## config.mk

```make
export PLATFORM = sky130hd
export DESIGN_NAME = addsub_pipe_nbit
export DESIGN_NICKNAME = d
export VERILOG_FILES = /design/src/rtl/addsub_pipe_nbit.sv
export SDC_FILE = /design/constraint.sdc
export NUM_CORES = 1
export LEC_CHECK = 0
export CORE_MARGIN = 2
export CORE_UTILIZATION = 40
export CTS_CLUSTER_DIAMETER = 30
export DETAILED_ROUTE_END_ITERATION = 8
export PLACE_DENSITY = 0.75
export SLEW_MARGIN = 5
export SYNTH_ARGS = -nofsm -noshare
export SYNTH_HDL_FRONTEND = slang
export SYNTH_SLANG_ARGS = --single-unit
```

## constraint.sdc

```tcl
create_clock -name clk -period 2.95 [get_ports clk]
set_clock_uncertainty 0.1 [all_clocks]
set_input_delay 0.59 -clock clk [delete_from_list [all_inputs] [get_ports clk]]
set_output_delay 0.59 -clock clk [all_outputs]
set_load 0.02 [all_outputs]
```

## src/rtl/addsub_pipe_nbit.sv

```systemverilog
// addsub_pipe_nbit
//   Pipelined WIDTH-bit add/subtract unit. The carry chain is split into
//   STAGES slices of WIDTH/STAGES bits. Each register stage resolves one slice
//   and hands its carry to the next stage. The final stage also registers the
//   result and the carry/overflow/negative/zero flags. A valid/ready handshake
//   lets downstream logic stall the whole pipeline.
//   Constraint: WIDTH must be a multiple of STAGES, with 1 <= STAGES <= WIDTH.
//
//   Optional feature: define ADDSUB_SAT_EN to add the `sat` input. When sat is
//   set and the result overflows, o saturates to the most-positive or
//   most-negative value.
//
// Ports
//   clk, rst_n           clock, asynchronous active-low reset
//   in_valid / in_ready  operand bundle handshake (x, y, c_in, op_sub[, sat])
//   x, y                 operands
//   c_in                 carry-in (add) or borrow-in (sub)
//   op_sub               0: x+y+c_in   1: x-y-c_in
//   out_valid/out_ready  result bundle handshake
//   o                    result
//   cout                 carry-out (sub: 1 = no borrow)
//   ovf                  signed overflow
//   neg                  o[WIDTH-1]
//   zero                 o == 0
module addsub_pipe_nbit #(
  parameter int unsigned WIDTH  = 8,
  parameter int unsigned STAGES = 1
) (
  input  logic             clk,
  input  logic             rst_n,
  input  logic             in_valid,
  output logic             in_ready,
  input  logic [WIDTH-1:0] x,
  input  logic [WIDTH-1:0] y,
  input  logic             c_in,
  input  logic             op_sub,
`ifdef ADDSUB_SAT_EN
  input  logic             sat,
`endif
  output logic             out_valid,
  input  logic             out_ready,
  output logic [WIDTH-1:0] o,
  output logic             cout,
  output logic             ovf,
  output logic             neg,
  output logic             zero
);

  localparam int unsigned SW = WIDTH / STAGES;

  logic              adv;
  logic [STAGES-1:0] v_q;

  // Stage-k inputs: ports for k = 0, otherwise the registers of stage k-1.
  logic [WIDTH-1:0] x_i  [STAGES];
  logic [WIDTH-1:0] yb_i [STAGES];
  logic [WIDTH-1:0] r_i  [STAGES];
  logic             c_i  [STAGES];
  logic             s_i  [STAGES];

  // Stage-k combinational results.
  logic [WIDTH-1:0] r_d  [STAGES];
  logic             c_d  [STAGES];

  logic [SW:0]      sum;
  logic [WIDTH-1:0] res;
  logic [WIDTH-1:0] o_d;
  logic             ovf_d;
  logic             msb_x;
  logic             msb_y;
  logic             sat_in;

`ifdef ADDSUB_SAT_EN
  assign sat_in = sat;
`else
  assign sat_in = 1'b0;
`endif

  assign out_valid = v_q[STAGES-1];
  assign adv       = !out_valid || out_ready;
  assign in_ready  = adv;

  // Subtraction is x + ~y + ~borrow.
  assign x_i[0]  = x;
  assign yb_i[0] = op_sub ? ~y : y;
  assign c_i[0]  = c_in ^ op_sub;
  assign r_i[0]  = '0;
  assign s_i[0]  = sat_in;

  always_comb begin
    sum = '0;
    for (int unsigned k = 0; k < STAGES; k++) begin
      sum = {1'b0, x_i[k][k*SW +: SW]} + {1'b0, yb_i[k][k*SW +: SW]}
          + {{SW{1'b0}}, c_i[k]};
      r_d[k]             = r_i[k];
      r_d[k][k*SW +: SW] = sum[SW-1:0];
      c_d[k]             = sum[SW];
    end

    res   = r_d[STAGES-1];
    msb_x = x_i[STAGES-1][WIDTH-1];
    msb_y = yb_i[STAGES-1][WIDTH-1];
    ovf_d = (msb_x == msb_y) && (res[WIDTH-1] != msb_x);
    o_d   = res;
    // The operand sign gives the overflow direction: both operands negative
    // means the result underflowed.
    if (s_i[STAGES-1] && ovf_d) begin
      o_d = msb_x ? {1'b1, {(WIDTH-1){1'b0}}} : {1'b0, {(WIDTH-1){1'b1}}};
    end
  end

  // Intermediate slice registers exist only when there is more than one stage.
  if (STAGES > 1) begin : g_pipe
    logic [WIDTH-1:0] x_q  [STAGES-1];
    logic [WIDTH-1:0] yb_q [STAGES-1];
    logic [WIDTH-1:0] r_q  [STAGES-1];
    logic             c_q  [STAGES-1];
    logic             s_q  [STAGES-1];

    always_ff @(posedge clk or negedge rst_n) begin
      if (!rst_n) begin
        for (int unsigned k = 0; k < STAGES - 1; k++) begin
          x_q[k]  <= '0;
          yb_q[k] <= '0;
          r_q[k]  <= '0;
          c_q[k]  <= 1'b0;
          s_q[k]  <= 1'b0;
        end
      end else if (adv) begin
        for (int unsigned k = 0; k < STAGES - 1; k++) begin
          x_q[k]  <= x_i[k];
          yb_q[k] <= yb_i[k];
          r_q[k]  <= r_d[k];
          c_q[k]  <= c_d[k];
          s_q[k]  <= s_i[k];
        end
      end
    end

    for (genvar k = 1; k < STAGES; k++) begin : g_link
      assign x_i[k]  = x_q[k-1];
      assign yb_i[k] = yb_q[k-1];
      assign r_i[k]  = r_q[k-1];
      assign c_i[k]  = c_q[k-1];
      assign s_i[k]  = s_q[k-1];
    end
  end

  // Valid chain and registered outputs (final stage).
  always_ff @(posedge clk or negedge rst_n) begin
    if (!rst_n) begin
      v_q  <= '0;
      o    <= '0;
      cout <= 1'b0;
      ovf  <= 1'b0;
      neg  <= 1'b0;
      zero <= 1'b0;
    end else if (adv) begin
      v_q[0] <= in_valid;
      for (int unsigned k = 1; k < STAGES; k++) begin
        v_q[k] <= v_q[k-1];
      end
      o    <= o_d;
      cout <= c_d[STAGES-1];
      ovf  <= ovf_d;
      neg  <= o_d[WIDTH-1];
      zero <= (o_d == '0);
    end
  end

endmodule

```

; After elaboration in Yosys (flattened, before gate mapping)
; Cells that the tools add are included.
[word_totals]
regBits = 13
elab_cells = 17
[op_classes]
n_addsub = 2
eq_ne = 2
reduce_logical = 4
n_mux = 1
bitwise = 2
[ops]
columns = op, count
row1 = $add 8x8->9, 1
row2 = $add 9x1->9, 1
row3 = $logic_not 8->1, 1
row4 = $mux 8, 1
row5 = $not 8->8, 1
row6 = $eq 1x1->1, 1
row7 = $logic_and 1x1->1, 1
row8 = $logic_not 1->1, 1
row9 = $logic_or 1x1->1, 1
row10 = $ne 1x1->1, 1
row11 = $xor 1x1->1, 1

; Logic depth before layout (Yosys ltp)
[logic_depth]
ltp_word = 6
mapped_depth = 10

; Worst setup path before layout
; No wires, ideal clock.
[synth_path]
path_type = input to register
start = in op_sub
end = reg zero
path_slack_ns = -0.114
t_required_ns = 2.728
cell_stages = 10
arrival_time_ns = 2.842
path_cell_list = clkbuf_1 > xnor2_1 > fa_1 > fa_1 > nor2b_1 > o31a_1 > o21ai_0 > or3b_2 > o21ai_0 > a32o_1
[synth_via]
elab_chain_len = 4
elab_cells_between_ends = 5
classes_between = 2 x add/sub / 1 x mux / 1 x bitwise / 1 x reduce/logical
[synth_lines]
columns = item, line_no
row1 = "start, declared", 36  ; input logic op_sub,
row2 = $mux 8, 85  ; assign yb_i[0] = op_sub ? ~y : y;
row3 = $add 8x8->9, 93  ; sum = {1'b0, x_i[k][k*SW +: SW]} + {1'b0, yb_i[k][k*SW +: SW]}
row4 = $add 9x1->9 (*), 94  ; + {{SW{1'b0}}, c_i[k]};
row5 = $logic_not 8->1 (*), 167  ; zero <= (o_d == '0);
row6 = "end signal, assigned", 167
row7 = "end, declared", 46  ; output logic zero
; Every way passes the cells marked *; elsewhere a longest branch is shown, timed or not.
; A chain may end at the register's enable or synchronous reset.

; Final worst setup path
[layout_path]
start = in y[1]
end = reg zero
[layout_via]
elab_chain_len = 5
[layout_lines]
columns = item, line_no
row1 = "start, declared", 34  ; input logic [WIDTH-1:0] y,
row2 = $not 8->8, 85
row3 = $mux 8 (*), 85
row4 = $add 8x8->9 (*), 93
row5 = $add 9x1->9 (*), 94
row6 = $logic_not 8->1 (*), 167
; Marked as above.

==> summary.txt <==
======================================================================================================
Outcome                                                                                      completed
Worst hold stages                                                                                    2
Number of diodes                                                                                     0
Cell area after synthesis                                                                    891 sq um
Critical setup path kind                                                                     in -> reg
Number of routed nets with antenna violations                                                        0
# setup viols final                                                                                  0
Type of element launching the critical path                                                  input pin
Grt ovf                                                                                              0
#FFs+latches synth                                                                                  12
Required time of the critical path                                                             3.07 ns
Via-per-instance ratio                                                                            4.89
DRC errors left                                                                                      0
Library cells used by synthesis                                                                     31
Standby leakage power                                                                         0.614 nW
Horizontal die dimension                                                                  51.2 microns
Number of buffers inserted for hold repair after clock tree synthesis                                0
Relative slew slack                                                                              0.665
Vias post-DR                                                                                       821
Floorplan Core Area                                                                         2150 sq um
Setup Buffers After CTS                                                                              0
Initial DRC count                                                                                    7
Final hold viol count                                                                                0
Level count of the clock H-tree                                                                      1
Inserted Clock Buffers                                                                               3
Slowest stage delay, CP                                                                        0.47 ns
Via count of the first global-routing pass                                                         718
Clock transition at the register clock pins on the worst setup and hold paths after CTS        0.07 ns
Routed wire length per instance                                                           10.5 microns
Insertion delay of the later-clocked pin in the worst-skew pair                                0.28 ns
Synth async-reset ratio                                                                           1.00
Final cycle utilization of the critical path                                                     0.954
Post-route minimum period                                                                      2.81 ns
Number of cells on the worst reg-to-reg path                                                         6
Post-Syn Nets                                                                                      125
Routed wire length                                                                        1760 microns
Least-Margin Pin Slew                                                                         0.500 ns
I/O Buffers                                                                                         35
Maximum ir drop on the vdd rail                                                               0.292 mV
Wire length of the first global-routing pass                                              2990 microns
Ordered cell list for the critical path                                                   clkdlybuf4s50_1 > xor2_1 > ha_1 > nor2b_4 > o21a_1 > a311o_1 > and3b_1 > a311oi_2 > a32o_1
Setup crit end kind                                                                          flip-flop
GPL Wtd Cong                                                                                     0.817
Critical path peak fanout                                                                            4
Largest net degree at the start of global routing                                                   13
Signed area change from the synthesized netlist to the final layout                              56.3%
Net count of the finished layout                                                                   172
Number of violations of the max-capacitance limit                                                    0
Slowest-stage cell, CP                                                                    sky130_fd_sc_hd__clkdlybuf4s50_1
Synth Instances                                                                                     94
Most used flip-flop cell after synthesis                                                  sky130_fd_sc_hd__dfrtp_1
Number of placed instances with taps included                                                      164
Final-report max-slew violation count                                                                0
Synth Area per Inst                                                                         9.48 sq um
Number of standard-cell rows in the floorplan                                                       17
Achievable frequency                                                                         0.355 GHz
Global-route usage over all layers                                                               0.153
Largest buffer count on any clock path                                                               2
Non-filler instance count after layout                                                             168
Fraction of the yosys area taken by sequential cells                                             0.337
Fraction of layout instances using a drive strength above 1                                      0.186
I/O pins                                                                                            36
Placed wire-length estimate after detailed placement                                      1520 microns
Root buf cell                                                                             sky130_fd_sc_hd__clkbuf_4
Effective utilization at floorplan                                                               0.415
Count of flip-flops with a built-in enable after synthesis                                           0
Power density relative to cell area                                                        519 nW/um^2
Number of clock sinks                                                                               12
Antenna violations before repair                                                                     0
Class of the most critical hold timing path                                                 reg -> reg
Data arrival time of the critical path                                                         2.93 ns
Final sum of negative setup slack                                                                 0 ns
Area of the die                                                                             2620 sq um
Core occupancy in the finished layout                                                            0.648
Warning count from the yosys run                                                                     0
Die height                                                                                51.2 microns
TritonCTS clock tree                                                                               yes
Router iterations before antenna repair                                                              4
======================================================================================================
-- through the flow --
step | hold WS, ns | setup WS (ns) | power, mW | area (sq um)
after floorplan | 0.194 | 0.0670 | 0.423 | 892
after global placement | 0.351 | -0.278 | 0.585 | 1340
after detailed placement | 0.366 | -0.383 | 0.591 | 1340
after CTS | 0.383 | 0.0767 | 0.724 | 1380
after global routing | 0.406 | -0.00918 | 0.774 | 1390
final | 0.377 | 0.136 | 0.722 | 1390
-- logic make-up after synthesis --
group / count (synthesis) / share of synthesized area
and+or+nand+nor: 25 / 0.153
AOI/OAI and AO/OA: 25 / 0.184
DFF: 12 / 0.337
adders and majority gates: 9 / 0.143
muxes: 1 / 0.0126
buffers and inverters: 9 / 0.0421
xor gates and xnor gates: 13 / 0.128
-- timing repair --
item / in CTS / in global routing
pin swaps: 0 / 1
cloned: 0 / 0
setup endpoints to repair: 3 / 2
gates resized for setup: 1 / 7
endpoints found under the hold margin: 0 / 0
-- final cells by class --
cell class,instances,area [sq um]
tap,28,35.0
inverter,5,18.8
multi-input combinational,73,574
clock buffer,4,36.3
fill,181,756
sequential,12,300
timing repair buffer,46,428
-- metal layers --
metal	vias to the layer above	share of wire	global-route usage	wire length, microns
met5	-	0	0	0
met4	0	0.026	0.0946	45
met3	5	0.054	0.0263	95
met2	29	0.51	0.260	896
met1	372	0.41	0.178	725
li1	415	-	-	-
-- where the power goes --
part           switching, mW  internal, mW  leakage [nW]
Combinational          0.172         0.200         0.450
Clock                 0.0546        0.0751        0.0210
Sequential            0.0195         0.201         0.143
-- critical path: cells and delay by family --
kind                       cells  cell delay [ns]
xor gates and xnor gates       1             0.22
adders and majority gates      1             0.27
buffers and inverters          1             0.47
and+or+nand+nor                2             0.32
AOI/OAI and AO/OA              4             1.05
-- final timing paths --
kind | to | slack [ns] | startpoint
max in group asynchronous | ovf | 1.87 | rst_n
worst max register to register | zero | 1.49 | out_valid
worst min register to register | o[3] | 0.38 | o[3]
worst min-delay path | o[3] | 0.38 | o[3]
min in group asynchronous | o[4] | 0.55 | rst_n
worst max-delay path | zero | 0.14 | y[1]
-- cell usage in the layout, fill, tap and decap left out, drive strengths merged, types with 2 or more instances in the layout --
cell,instances
clkdlybuf4s50,34
dfrtp,12
buf,11
xor2,10
o21ai,8
nand2,7
nor2,7
a21oi,7
ha,7
inv,5
clkbuf,5
nor2b,4
xnor2,3
o21a,2
fa,2
-- cell usage after synthesis (2+ instances only) --
master	count	area, sq um
sky130_fd_sc_hd__dfrtp_1	12	300
sky130_fd_sc_hd__xor2_1	10	87.6
sky130_fd_sc_hd__o21ai_0	8	40.0
sky130_fd_sc_hd__a21oi_1	7	35.0
sky130_fd_sc_hd__ha_1	7	87.6
sky130_fd_sc_hd__nand2_1	7	26.3
sky130_fd_sc_hd__nor2_1	7	26.3
sky130_fd_sc_hd__inv_1	5	18.8
sky130_fd_sc_hd__clkbuf_1	3	11.3
sky130_fd_sc_hd__nor2b_1	3	18.8
sky130_fd_sc_hd__xnor2_1	3	26.3
sky130_fd_sc_hd__fa_1	2	40.0
sky130_fd_sc_hd__o21a_1	2	15.0
-- state kept, by name, summed over array words and instances, names as in the netlist --
signal / flops
ovf: 1
zero: 1
o: 8
cout: 1
out_valid: 1
(Power assumes the default switching activity.)
==> edit: new RTL, config.mk and constraints unchanged <==
Make the reset (`rst_n`) synchronous in 2 clocked blocks. Comments in the files are not updated.
--- a/src/rtl/addsub_pipe_nbit.sv
+++ b/src/rtl/addsub_pipe_nbit.sv
@@ -118,5 +118,5 @@
     logic             s_q  [STAGES-1];
 
-    always_ff @(posedge clk or negedge rst_n) begin
+    always_ff @(posedge clk) begin
       if (!rst_n) begin
         for (int unsigned k = 0; k < STAGES - 1; k++) begin
@@ -148,5 +148,5 @@
 
   // Valid chain and registered outputs (final stage).
-  always_ff @(posedge clk or negedge rst_n) begin
+  always_ff @(posedge clk) begin
     if (!rst_n) begin
       v_q  <= '0;
Function: differs if rst_n is asserted again (counterexample within 4 cycles, from zero or initial values and one cycle with rst_n low); with rst_n held inactive, the same outputs for 10 cycles.
==> edit against the unedited design <==
Cell count rose by 5.4%. Routed wire length increased by 11%. Highest routed layer is now met3. Fmax grew 6.1%. Synthesized area increased by 2.8%. Final area fell by 1.3%. Sequential share of layout area down 4.1 points. Largest power group unchanged. Setup slack gained 0.16 ns. Total power is 16% lower. Sequential cell count stayed put. Global-route usage grew 1.0 points.
==> edit: results <==
set metrics [dict create \
    run_status "finished clean" \
    ys_seq_area_share_pct 26.2 \
    h-tree-depth 1 \
    dpl.hpwl_mm 1.69 \
    grt_use_total_pct 16.3 \
    use_met2_pct 30.4 \
    synthCells 107 \
    pwr.group.clock_mw 0.0957 \
    ys_types 36 \
    cp_slowest_cell "clkdlybuf4s50_1" \
    synthTopCellsByArea "dfxtp_1 (26%), ha_1 (9.6%), xor2_1 (8.6%)" \
    use_met1_pct 19.8 \
    grt_util_met3_pct 1.72 \
    first_iter_violations 12 \
    drive_gt1_share_pct 12.8 \
    wire_per_inst_um 11.1 \
    placed_area_um2 1340 \
    met3WireLength_um 77 \
    gp_congestion 0.789 \
    ys_warn_count 0 \
    power_frac_clock_pct 15.8 \
    syn-num-nets 138 \
    grt_max_degree 14 \
    cellLeakagePower_nw 0.576 \
    clkLatencyLatePin_ns 0.26 \
    finalWirelength_mm 1.96 \
    port_buffers 35 \
    worst_pin_slew_ns 0.377 \
    peakVddDrop_uv 252 \
    cts_made_buffers 3 \
    worstPathMaxFanout 3 \
    clk_pin_slew_ns 0.07 \
    max_stage_delay_ns 0.42 \
    largest_register_ffs 8 \
    hold_violations 0 \
    numPlacedInstances 174 \
    pg_comb_mw 0.314 \
    wl_met2_mm 1.02 \
    crit_family "adder cells" \
    async_reset_ff_share_pct 0 \
    grt_pass1_vias 816 \
    synth_common_cells "nand2_1 (14), dfxtp_1 (12), xor2_1 (9)" \
    antenna_found_initial 0 \
    grt_pass1_wl_mm 3.42 \
    wl_met1_um 864 \
    via_per_inst 4.94 \
    ys.flop_type "dfxtp_1" \
    cts_resized 0 \
    top_layer "met3" \
    p_int_mw 0.396 \
]
[edit: cell types whose count changed in the layout (fill, tap and decap cells not counted), sizes merged, moves of 3 or more]
cell	delta
dfxtp	+12
nand3	+3
nor2	-3
a21boi	+3
dfrtp	-12
nand2	+7
[edit: worst paths after layout]
kind,slack (ns),end,startpoint,cells after the start
worst min-delay path,0.37,o[4]$_SDFFE_PN0P_,o[4]$_SDFFE_PN0P_,2
worst min register to register,0.37,o[4]$_SDFFE_PN0P_,o[4]$_SDFFE_PN0P_,2
worst max register to register,1.55,zero$_SDFFE_PN0P_,out_valid$_SDFFE_PN0P_,7
worst max-delay path,0.30,zero$_SDFFE_PN0P_,y[0],10
[edit: logic make-up (layout without fill, tap and decap cells)]
group | after synthesis | after routing | share of synthesized area (%)
compound gates | 28 | 28 | 22.0
xor+xnor | 12 | 12 | 11.5
fa+ha+maj | 9 | 9 | 13.9
buf+inv | 9 | 51 | 4.64
flops | 12 | 12 | 26.2
mux | 1 | 1 | 1.09
simple gates | 36 | 36 | 20.6
[edit: area by class of cell]
class	count	area (um2)
sequential	12	240
clock buffer	3	22.5
fill	207	816
multi-input combinational	86	638
tap	28	35.0
timing repair buffer	44	424
inverter	4	15.0
[edit: through the flow]
stage / hold slack, ns / setup slack [ns] / setup TNS, ns / util (%)
finish: 0.367 / 0.299 / 0 / 62.8
global route: 0.396 / 0.0940 / 0 / 62.8
CTS: 0.374 / 0.0738 / 0 / 62.3
detailed placement: 0.366 / -0.200 / -0.642 / 61.2
global placement: 0.343 / -0.110 / -0.335 / 61.2
floorplan: 0.429 / 0.245 / 0 / -
